--- src/rtl/placar.sv ---
// Game scoreboard: BCD score with saturation, lives, a post-hit
// invulnerability window and a sticky game-over state, plus the
// seven-segment drive for score and lives.
//
// state        | meaning
// JOGANDO      | normal play, hits and damage both count
// INVULNERAVEL | post-damage window, damage ignored, hits still score
// PERDEU       | game over, everything frozen until reset
module placar #(
    parameter int VIDAS_INICIAIS = 3,
    parameter int PONTOS_ACERTO  = 10,
    parameter int INVULN_CICLOS  = 50_000_000
) (
    input  logic        CLOCK_50,
    input  logic        reset,
    input  logic        pausa,
    input  logic        acerto,
    input  logic        dano,
    output logic        perdeu,
    output logic        invulneravel,
    output logic [15:0] pontos,
    output logic [3:0]  vidas,
    output logic [6:0]  HEX0,
    output logic [6:0]  HEX1,
    output logic [6:0]  HEX2,
    output logic [6:0]  HEX3,
    output logic [6:0]  HEX4,
    output logic [6:0]  HEX5
);

    localparam logic [3:0]  INC_U = 4'(PONTOS_ACERTO % 10);
    localparam logic [3:0]  INC_D = 4'(PONTOS_ACERTO / 10);
    localparam logic [31:0] CARGA = 32'(INVULN_CICLOS - 1);

    typedef enum logic [1:0] {JOGANDO, INVULNERAVEL, PERDEU} estado_t;

    estado_t     estado, estado_prox;
    logic [31:0] contador, contador_prox;
    logic [15:0] pontos_prox;
    logic [3:0]  vidas_prox;
    logic        acerto_ant, dano_ant;
    logic        ev_acerto, ev_dano;

    // Digit-serial BCD add of the per-hit increment; a carry out of the
    // thousands digit means the true sum passed 9999, so clamp there.
    function automatic logic [15:0] soma_bcd(input logic [15:0] a);
        logic [4:0]  d;
        logic [3:0]  inc;
        logic        c;
        logic [15:0] r;
        c = 1'b0;
        r = '0;
        for (int i = 0; i < 4; i++) begin
            inc = (i == 0) ? INC_U : ((i == 1) ? INC_D : 4'd0);
            d = {1'b0, a[4*i +: 4]} + {1'b0, inc} + {4'd0, c};
            if (d > 5'd9) begin
                d = d - 5'd10;
                c = 1'b1;
            end else begin
                c = 1'b0;
            end
            r[4*i +: 4] = d[3:0];
        end
        if (c) r = 16'h9999;
        return r;
    endfunction

    function automatic logic [6:0] seg7(input logic [3:0] v);
        case (v)
            4'd0:    seg7 = 7'h40;
            4'd1:    seg7 = 7'h79;
            4'd2:    seg7 = 7'h24;
            4'd3:    seg7 = 7'h30;
            4'd4:    seg7 = 7'h19;
            4'd5:    seg7 = 7'h12;
            4'd6:    seg7 = 7'h02;
            4'd7:    seg7 = 7'h78;
            4'd8:    seg7 = 7'h00;
            4'd9:    seg7 = 7'h10;
            default: seg7 = 7'h7F;
        endcase
    endfunction

    assign ev_acerto = acerto & ~acerto_ant;
    assign ev_dano   = dano & ~dano_ant;

    // Next-state and datapath: pause and game-over freeze everything.
    always_comb begin
        estado_prox   = estado;
        contador_prox = contador;
        pontos_prox   = pontos;
        vidas_prox    = vidas;
        if (!pausa && estado != PERDEU) begin
            if (ev_acerto) pontos_prox = soma_bcd(pontos);
            case (estado)
                JOGANDO: begin
                    if (ev_dano) begin
                        vidas_prox = vidas - 4'd1;
                        if (vidas == 4'd1) begin
                            estado_prox = PERDEU;
                        end else begin
                            estado_prox   = INVULNERAVEL;
                            contador_prox = CARGA;
                        end
                    end
                end
                INVULNERAVEL: begin
                    if (contador == 32'd0) estado_prox = JOGANDO;
                    else                   contador_prox = contador - 32'd1;
                end
                default: estado_prox = JOGANDO;
            endcase
        end
    end

    // State and game registers; edge-detect history runs even when frozen.
    always_ff @(posedge CLOCK_50) begin
        if (!reset) begin
            estado       <= JOGANDO;
            contador     <= '0;
            pontos       <= '0;
            vidas        <= 4'(VIDAS_INICIAIS);
            perdeu       <= 1'b0;
            invulneravel <= 1'b0;
            acerto_ant   <= 1'b1;
            dano_ant     <= 1'b1;
        end else begin
            estado       <= estado_prox;
            contador     <= contador_prox;
            pontos       <= pontos_prox;
            vidas        <= vidas_prox;
            perdeu       <= (estado_prox == PERDEU);
            invulneravel <= (estado_prox == INVULNERAVEL);
            acerto_ant   <= acerto;
            dano_ant     <= dano;
        end
    end

    // Display decode straight from the registers.
    always_comb begin
        HEX0 = seg7(pontos[3:0]);
        HEX1 = seg7(pontos[7:4]);
        HEX2 = seg7(pontos[11:8]);
        HEX3 = seg7(pontos[15:12]);
        HEX4 = 7'h7F;
        HEX5 = seg7(vidas);
    end

endmodule

--- config.mk ---
export PLATFORM = sky130hd
export DESIGN_NAME = placar
export DESIGN_NICKNAME = d
export VERILOG_FILES = /design/src/rtl/placar.sv
export SDC_FILE = /design/constraint.sdc
export NUM_CORES = 1
export LEC_CHECK = 0
export CAP_MARGIN = 20
export CORE_AREA = 2 2 72 143
export CTS_CLUSTER_SIZE = 28
export DETAILED_ROUTE_END_ITERATION = 6
export DIE_AREA = 0 0 74 145
export GPL_TIMING_DRIVEN = 0
export PLACE_DENSITY = 0.78
export SETUP_SLACK_MARGIN = 0.15
export SKIP_CTS_REPAIR_TIMING = 1
export SYNTH_ARGS = -nofsm -noshare
export SYNTH_HDL_FRONTEND = slang
export SYNTH_SLANG_ARGS = --single-unit
--- constraint.sdc ---
create_clock -name CLOCK_50 -period 6 [get_ports CLOCK_50]
set_clock_uncertainty 0.1 [all_clocks]
set_input_delay 1.5 -clock CLOCK_50 [delete_from_list [all_inputs] [get_ports CLOCK_50]]
set_output_delay 1.5 -clock CLOCK_50 [all_outputs]
set_load 0.01 [all_outputs]
==> results.cfg <==
[worst_setup_path]
reg2reg_depth = 26
critPathLaunchType = flop
cpPeakStageDelay_ps = 410
crit_arrival_ps = 5630
worst_ep_required_time_ps = 6130
cp_slowest_cell = a2111oi_4
rr_endpoint = HEX0[3]
critPathMaxFanout = 8
ff2ff_setup_slack_ps = 500
timing.rr.start = pontos[1]
endpoint_kind = flop
worstSetupPathType = flop to flop
crit_top_cell = ha_2

[clock_network]
root_buffer = clkbuf_16
cts.reportedPaths.clkPinSlew_ps = 70
h-tree-depth = 3
tritoncts = built
clock_sinks = 93
insertion_delay_ps = 350
cts_buffers = 9
cts_buffer_depth = 2

[detailed_routing]
dr.pass1.iters = 5
routedWlPerCell_microns = 15.79
vias_per_cell = 5.639
vias = 4590
drtIter0Drc = 294
postRouteAntennaNets = 0
route.detailed.drc = 0
drt-total-wl_microns = 12850

[finish]
drive_above_1_share_pct = 10.41
layoutNonFillerInstCount = 814
utilization_pct = 66.51
stdcell_area_sq_mm = 0.006409
diodes = 0
fillers = 776
syn2layout_area_growth_pct = 23.78
layout.nets = 719

[timing]
finalCriticalPeriod_ps = 5501
slew_headroom_pct = 52.31
period_share_pct = 91.69
rsz0062_at_grt = false
fmax_mhz = 181.8
setup_viol = 0
slew_violations = 0
tightest_slew_ps = 712.2
hold_violations = 0

[synthesis]
ys_ff_latch = 93
ys_seq_area_share_pct = 35.96
ys_types = 72
ys.flop_type = dfxtp_1
ys_warn_count = 0
syn_inst = 598
synth_edf_count = 0
synthArstFlopShare_pct = 0
synth_area_sq_mm = 0.005177
syn_avg_cell_area_sq_um = 8.658

[global_route]
grt_pass1_vias = 4513
grt_start_max_net_pins = 17
overflow = 0
grt_pass1_wl_microns = 20960
track_usage_pct = 24.81
antenna_found_initial = 0

[min_path]
hp-start = contador[0]
holdPathEnd = contador[0]
hold_path.class = flop to flop
hold_depth = 1

[power]
power_switching_uw = 378.5
vdd_drop_max_v = 0.0001608
p_seq_share_pct = 44.7
p_leak_uw = 0.002637
clockPowerShare_pct = 41.7
p_total_uw = 1471
combPwrFrac_pct = 13.6
switching_share_pct = 25.73
p_per_area_mw_per_mm2 = 229.5
p_int_uw = 1093

[die]
die_h_microns = 145
die_w_microns = 74
core_sq_mm = 0.009635
boundaryPins = 69
rows = 51
initial_core_util_pct = 53.73
dieArea_sq_mm = 0.01073

[placed_design]
hpwl_microns = 9694
numPortBuffers = 61
dp.cells = 797
place_congestion = 0.9027
placed_area_sq_mm = 0.005976

[status]
status = completed

[flow_run]
drv_cap = 0
area by class of cell:
type / instances / area, sq um / area share, %
clock inverters: 7 / 100.1 / 1.562
clock buffers: 9 / 225.2 / 3.514
repair buffers: 64 / 633.1 / 9.879
flip-flops and latches: 93 / 1862 / 29.05
plain buffers: 29 / 137.6 / 2.148
well taps: 132 / 165.2 / 2.577
multi-input cells: 438 / 3128 / 48.81
inverters: 42 / 157.7 / 2.460
routing by layer:
metal  GRT usage, %  vias to the layer above  routed length [microns]
met3          5.556                       45                      673
met5              0                        -                        0
met4          12.00                        0                      529
met2          45.98                      158                     7159
li1               -                     2227                        -
met1          24.41                     2160                     4488
layout by cell type (no fill, tap or decap), types with 4 or more instances in the layout:
| cell type | instances |
|---|---|
| nor3b_1 | 5 |
| a211oi_1 | 6 |
| nor3_1 | 15 |
| nor2_1 | 39 |
| a21oi_1 | 30 |
| o31ai_1 | 5 |
| ha_1 | 33 |
| clkinv_4 | 4 |
| ha_2 | 4 |
| nor2b_1 | 11 |
| o21ai_1 | 4 |
| clkbuf_16 | 9 |
| nand2b_1 | 14 |
| nand3_1 | 12 |
| mux2_2 | 4 |
| or3_1 | 5 |
| a31oi_1 | 7 |
| clkbuf_1 | 20 |
| a21boi_0 | 12 |
| o21ai_0 | 21 |
| nand2_1 | 45 |
| xor2_1 | 22 |
| mux2i_1 | 10 |
| o22ai_1 | 4 |
| a21boi_1 | 6 |
| buf_4 | 10 |
| nand3b_1 | 5 |
| conb_1 | 7 |
| inv_1 | 42 |
| xnor2_1 | 17 |
| o211ai_1 | 5 |
| clkdlybuf4s50_1 | 61 |
| and2_1 | 13 |
| and3_1 | 8 |
| dfxtp_1 | 93 |
state kept, by name, indices dropped and copies added (netlist names):
register	cells
perdeu	1
estado	2
pontos	16
invulneravel	1
HEX2	7
HEX1	7
dano_ant	1
vidas	4
acerto_ant	1
HEX5	7
HEX3	7
contador	32
HEX0	7
cell families after synthesis:
logic type,share of synthesized area (%)
buffers and inverters,5.848
adder cells (fa/ha/maj),8.941
flip-flops,35.96
other,0.07243
AND/OR/NAND/NOR,21.94
XOR/XNOR,6.597
AO/OA/AOI/OAI,17.84
multiplexers,2.803
how the worst max path moves through the flow:
stage	depth (start not counted)	startpoint	endpoint
6_report	26	pontos[1]	HEX0[3]
5_1_grt	26	pontos[2]	HEX0[3]
4_1_cts	26	pontos[2]	HEX0[4]
3_5_place_dp	25	pontos[1]	HEX0[0]
3_3_place_gp	29	pontos[2]	HEX3[4]
2_1_floorplan	25	pontos[1]	HEX0[0]
synth_stat cells, drive strengths merged, types with 7 or more instances:
cell	count	area (sq um)
a21boi	18	135.1
a21oi	33	165.2
a31oi	7	43.79
and2	14	87.58
and3	8	50.05
buf	9	62.56
clkbuf	22	82.58
dfxtp	93	1862
ha	37	462.9
inv	42	157.7
mux2i	10	100.1
nand2	45	168.9
nand2b	14	87.58
nand3	12	60.06
nor2	44	180.2
nor2b	12	75.07
nor3	17	95.09
o21ai	27	135.1
xnor2	17	148.9
xor2	22	192.7
power groups by stage:
stage,Sequential [uW],Combinational [uW],Clock (uW)
floorplan,672,139,0
global placement,670,190,0
detailed placement,672,195,0
CTS,658,198,619
global route,660,221,642
finish,658,200,613
per-stage QoR:
| step | worst slack [ps] | setup TNS [ps] | hold slack, ps |
|---|---|---|---|
| 6_report | 498.6 | 0 | 366.3 |
| 5_1_grt | 144.3 | 0 | 397.5 |
| 4_1_cts | -370.4 | -4929 | 363.9 |
| 3_5_place_dp | -309.1 | -3909 | 353.0 |
| 3_3_place_gp | -147.3 | -1020 | 336.6 |
| 2_1_floorplan | 625.9 | 0 | 325.8 |
worst max-delay path: cells and delay by family (launching register included):
kind	cells	cell delay [ps]
compound gates	7	1190
fa+ha+maj	7	1900
buf+inv	3	400
flops	1	370
mux	1	270
simple gates	8	1130
No activity file was read; power rests on OpenSTA's default activity.
